==> config.mk <==
export PLATFORM = sky130hd
export DESIGN_NAME = change_dispenser
export DESIGN_NICKNAME = d
export VERILOG_FILES = /design/src/rtl/change_dispenser.sv
export SDC_FILE = /design/constraint.sdc
export NUM_CORES = 1
export LEC_CHECK = 0
export CAP_MARGIN = 0
export CORE_ASPECT_RATIO = 1.25
export CORE_MARGIN = 2
export CORE_UTILIZATION = 28
export DETAILED_ROUTE_END_ITERATION = 8
export GPL_TIMING_DRIVEN = 0
export PLACE_DENSITY = 0.45
export REMOVE_ABC_BUFFERS = 1
export SETUP_SLACK_MARGIN = 0.02
export SLEW_MARGIN = 30
export SYNTH_ARGS = -nofsm -noshare
export SYNTH_HDL_FRONTEND = slang
export SYNTH_SLANG_ARGS = --single-unit
==> constraint.sdc <==
create_clock -name clk -period 5.9 [get_ports clk]
set_clock_uncertainty 0.05 [all_clocks]
set_input_delay 0.885 -clock clk [delete_from_list [all_inputs] [get_ports clk]]
set_output_delay 0.885 -clock clk [all_outputs]
set_load 0.03 [all_outputs]
==> src/rtl/change_dispenser.sv <==
// rtl/change_dispenser.sv - greedy two-tube coin payout controller with stock tracking
//
// Pays a requested amount (Rs.5 units) as Rs.10 then Rs.5 eject pulses, limited by
// tube stock, and flags a short payment when stock runs out.
// Optional feature macro: CHANGE_AUDIT_EN (adds total_paid / short_count).
//
// Ports:
//   clk, rst            clock, synchronous active-high reset
//   req, amount         payout request and amount, sampled in IDLE
//   refill, refill5/10  tube refill strobe and coin counts, sampled in IDLE
//   busy, done, short   transaction status; short is valid with done
//   paid                units paid in current/last transaction
//   eject5, eject10     solenoid drives
//   stock5, stock10     current tube stock
//   total_paid          (audit) cumulative units ejected since reset, wrapping
//   short_count         (audit) number of short completions, saturating
module change_dispenser #(
    parameter int AMT_W     = 4,
    parameter int CNT_W     = 8,
    parameter int INIT_5    = 20,
    parameter int INIT_10   = 20,
    parameter int PULSE_LEN = 2,
    parameter int GAP_LEN   = 2
) (
    input  logic             clk,
    input  logic             rst,
    input  logic             req,
    input  logic [AMT_W-1:0] amount,
    input  logic             refill,
    input  logic [CNT_W-1:0] refill5,
    input  logic [CNT_W-1:0] refill10,
    output logic             busy,
    output logic             done,
    output logic             short,
    output logic [AMT_W-1:0] paid,
    output logic             eject5,
    output logic             eject10,
    output logic [CNT_W-1:0] stock5,
`ifdef CHANGE_AUDIT_EN
    output logic [CNT_W-1:0] stock10,
    output logic [15:0]      total_paid,
    output logic [7:0]       short_count
`else
    output logic [CNT_W-1:0] stock10
`endif
);

    typedef enum logic [2:0] {
        S_IDLE,
        S_DECIDE,
        S_EJECT,
        S_GAP,
        S_DONE
    } state_t;

    state_t           state_q;
    logic             acc_q;      // request latched in IDLE; DECIDE follows one cycle later
    logic [AMT_W-1:0] rem_q;
    logic [7:0]       cnt_q;      // pulse / gap cycle counter
    logic             busy_q;
    logic             done_q;
    logic             short_q;
    logic [AMT_W-1:0] paid_q;
    logic             ej5_q;
    logic             ej10_q;
    logic [CNT_W-1:0] stock5_q;
    logic [CNT_W-1:0] stock10_q;
`ifdef CHANGE_AUDIT_EN
    logic [15:0]      total_paid_q;
    logic [7:0]       short_count_q;
`endif

    // Saturating refill sums
    logic [CNT_W:0]   sum5;
    logic [CNT_W:0]   sum10;
    logic [CNT_W-1:0] stock5_d;
    logic [CNT_W-1:0] stock10_d;

    always_comb begin
        sum5      = {1'b0, stock5_q} + {1'b0, refill5};
        sum10     = {1'b0, stock10_q} + {1'b0, refill10};
        stock5_d  = sum5[CNT_W]  ? {CNT_W{1'b1}} : sum5[CNT_W-1:0];
        stock10_d = sum10[CNT_W] ? {CNT_W{1'b1}} : sum10[CNT_W-1:0];
    end

    always_ff @(posedge clk) begin
        if (rst) begin
            state_q   <= S_IDLE;
            acc_q     <= 1'b0;
            rem_q     <= '0;
            cnt_q     <= '0;
            busy_q    <= 1'b0;
            done_q    <= 1'b0;
            short_q   <= 1'b0;
            paid_q    <= '0;
            ej5_q     <= 1'b0;
            ej10_q    <= 1'b0;
            stock5_q  <= CNT_W'(INIT_5);
            stock10_q <= CNT_W'(INIT_10);
`ifdef CHANGE_AUDIT_EN
            total_paid_q  <= '0;
            short_count_q <= '0;
`endif
        end else begin
            case (state_q)
                S_IDLE: begin
                    if (acc_q) begin
                        acc_q   <= 1'b0;
                        busy_q  <= 1'b1;
                        state_q <= S_DECIDE;
                    end else begin
                        if (refill) begin
                            stock5_q  <= stock5_d;
                            stock10_q <= stock10_d;
                        end
                        if (req) begin
                            acc_q   <= 1'b1;
                            rem_q   <= amount;
                            paid_q  <= '0;
                            short_q <= 1'b0;
                        end
                    end
                end
                S_DECIDE: begin
                    if (rem_q >= AMT_W'(2) && stock10_q != '0) begin
                        ej10_q    <= 1'b1;
                        stock10_q <= stock10_q - 1'b1;
                        rem_q     <= rem_q - AMT_W'(2);
                        paid_q    <= paid_q + AMT_W'(2);
                        cnt_q     <= 8'(PULSE_LEN - 1);
                        state_q   <= S_EJECT;
`ifdef CHANGE_AUDIT_EN
                        total_paid_q <= total_paid_q + 16'd2;
`endif
                    end else if (rem_q != '0 && stock5_q != '0) begin
                        ej5_q    <= 1'b1;
                        stock5_q <= stock5_q - 1'b1;
                        rem_q    <= rem_q - AMT_W'(1);
                        paid_q   <= paid_q + AMT_W'(1);
                        cnt_q    <= 8'(PULSE_LEN - 1);
                        state_q  <= S_EJECT;
`ifdef CHANGE_AUDIT_EN
                        total_paid_q <= total_paid_q + 16'd1;
`endif
                    end else begin
                        // Either fully paid or out of usable coins
                        done_q  <= 1'b1;
                        short_q <= (rem_q != '0);
                        state_q <= S_DONE;
`ifdef CHANGE_AUDIT_EN
                        if (rem_q != '0 && short_count_q != 8'hFF)
                            short_count_q <= short_count_q + 8'd1;
`endif
                    end
                end
                S_EJECT: begin
                    if (cnt_q == '0) begin
                        ej5_q   <= 1'b0;
                        ej10_q  <= 1'b0;
                        cnt_q   <= 8'(GAP_LEN - 1);
                        state_q <= S_GAP;
                    end else begin
                        cnt_q <= cnt_q - 8'd1;
                    end
                end
                S_GAP: begin
                    if (cnt_q == '0) state_q <= S_DECIDE;
                    else             cnt_q   <= cnt_q - 8'd1;
                end
                S_DONE: begin
                    done_q  <= 1'b0;
                    busy_q  <= 1'b0;
                    state_q <= S_IDLE;
                end
                default: state_q <= S_IDLE;
            endcase
        end
    end

    assign busy    = busy_q;
    assign done    = done_q;
    assign short   = short_q;
    assign paid    = paid_q;
    assign eject5  = ej5_q;
    assign eject10 = ej10_q;
    assign stock5  = stock5_q;
    assign stock10 = stock10_q;
`ifdef CHANGE_AUDIT_EN
    assign total_paid  = total_paid_q;
    assign short_count = short_count_q;
`endif

endmodule

==> results.tsv <==
metric	value	unit
status	complete, no violations	
std cell rows	42	
DR DRC count	0	
worst skew pair latency	0.29	ns
met2 routed WL	4290	µm
Reg area	821	µm²
Main synth FF type	dfxtp_1	
Iteration-0 DRC Markers	91	
Detailed Routing Iterations Pass 1	5	
I/O pin total	49	
share of synthesized registers carrying an async set or reset	0	
# H-tree levels	2	
core box area	10700	µm²
area leader, netlist	dfxtp_1	
residual overflow from global routing	0	
GPL Wtd Cong	0.762	
period utilization	0.588	
Final setup viols	0	
Tmin final	3.47	ns
top-count cell post-synth	a21oi_1	
PostCTS Resize Cnt	0	
Crit Path Max Fanout	7	
Worst Tran Pin Value	0.928	ns
FMAX	0.288	GHz
placed cells	546	
largest net degree at the start of global routing	31	
min-delay worst type	flop to flop	
Synth top cells by count	a21oi_1 (44), dfxtp_1 (41), ha_1 (29), o21ai_0 (26), nor2_1 (23)	
CTS Buf Count	5	
clk slew on worst S/H paths	0.06	ns
number of synthesized flops with an enable pin	0	
PD cells	415	nW/µm²
Placement Setup Slack	2.14	ns
WL per Instance	16.1	µm
Slowest-stage cell, CP	a311oi_2	
post-synthesis cell type count	55	
# hold bufs at CTS	0	
top cells by area, synth	dfxtp_1 (27%), ha_1 (12%), a21oi_1 (7.1%)	
Die W	98.0	µm
post-synthesis cell area	3090	µm²
Initial Util	0.290	
synthesized instance count	378	
Req. time, crit path	6.03	ns
vias per inst	5.54	
first-pass GRT wire length	14900	µm
top cell family by delay on the critical path	compound AO/OA/AOI/OAI gates	
CTS Root Cell	clkbuf_16	
CP endpoint kind	flop	
vias	3069	
GRT Total Usage	0.154	
Layout fillers	1116	
CP bufs+invs	1	
Port Buffer Count	48	
Max Cap Viol	0	
Final Max Tran Viols	0	
syn avg cell area	8.17	µm²
die footprint	11900	µm²
clock tree sinks	41	
vias in the first global route	2972	
Leakage Power	1.46	nW
relative slew slack	0.376	
setup bufs post-CTS	0	
CP Data Arrival Time	3.60	ns
final instance area	3910	µm²
Fin. Hold Viols	0	
RSZ-0062 raised after global routing	no	
met3 routed WL	302	µm
M1 WL	4180	µm
Routed WL	8920	µm
initial antenna violation count	0	
Cell Area, Placed	3720	µm²
DP HPWL	6650	µm
delay of the slowest critical-path stage	0.59	ns
Synth Register Bits	41	
Critical Path, Cell by Cell	clkdlybuf4s50_1 -> ha_1 -> fa_1 -> a211oi_1 -> o21ai_0 -> a311oi_2 -> a221oi_1 -> a211o_1	
setup TNS	0	ns
clk buf depth	2	
die height	121	µm
Setup CP Type	input port to flop	
Peak VDD IR	0.174	mV
highest metal layer with signal wires	met4	
# nets final	476	
share of cells above drive strength 1	0.0687	
post-synth top area share	0.266	
CTS tree	built	
Ant. Diodes	0	
Antenna Nets Post-Route	0	
area grow syn2layout	26.5	%
CP startpoint kind	input port	
Setup WS post-layout	2.43	ns
Non-Filler Instances	554	
Seq/Total Area, Yosys	0.266	
area of the multi-input gates	2170	µm²
Ys Warns	0	
==> layer usage <==
metal,vias to the layer above,track usage
met4,0,0.0460
met5,-,0
met3,13,0.0225
met1,1451,0.196
li1,1543,-
met2,62,0.267
==> where the power goes <==
group / internal (mW) / total, mW / switching, mW
registers: 0.330 / 0.421 / 0.0906
clock network: 0.242 / 0.359 / 0.117
logic: 0.334 / 0.840 / 0.506
total: 0.906 / 1.62 / 0.714
==> worst paths after layout <==
check	from	to	slack, ns	cells past startpoint
worst min-delay path	cnt_q[1]	cnt_q[1]	0.43	2
worst min register to register	cnt_q[1]	cnt_q[1]	0.43	2
worst max-delay path	refill10[0]	stock10[4]	2.43	8
worst max register to register	stock10[0]	stock10[4]	3.05	7
==> per-stage QoR <==
step	util	total power [mW]	hold WS (ns)
after floorplan	-	0.989	0.389
after global placement	0.344	1.26	0.413
after detailed placement	0.349	1.27	0.421
after CTS	0.366	1.64	0.430
after global routing	0.366	1.76	0.462
final	0.366	1.62	0.430
==> worst register-to-register path, cell delays in order, from the launching register on <==
cell      delay (ns)
dfxtp_1         0.38
ha_1            0.25
fa_1            0.44
a211oi_1        0.33
o21ai_0         0.21
a311oi_2        0.59
a221oi_1        0.19
a211o_1         0.29
==> layout by cell type (no fill, tap or decap), types with 9 or more instances in the layout <==
cell type        instances
a211oi_1                11
a21oi_1                 43
inv_1                   15
nand2_1                 19
ha_1                    29
dfxtp_1                 41
nor3_1                  12
nor2_1                  23
nand2b_1                 9
o21ai_0                 26
clkdlybuf4s50_1         47
xor2_1                   9
==> final cells by class <==
class                           instances  area share
Clock inverter                          3      0.0166
Inverter                               15      0.0144
Clock buffer                            5      0.0320
Tap cell                              132      0.0423
Timing Repair Buffer                   51       0.131
Sequential cell                        41       0.210
Multi-Input combinational cell        307       0.554
==> state kept, by name (all words and copies together), names as in the netlist, 3 cells and up <==
register	flops
cnt_q	8
paid	4
rem_q	4
state_q	3
stock10	8
stock5	8
==> logic make-up after synthesis <==
group / share of synthesized area
AOI/OAI and AO/OA: 0.337
and+or+nand+nor: 0.190
DFF: 0.266
adders and majority gates: 0.130
buffers and inverters: 0.0397
xor gates and xnor gates: 0.0284
muxes: 0.00972
Power figures use the tool's default switching activity.
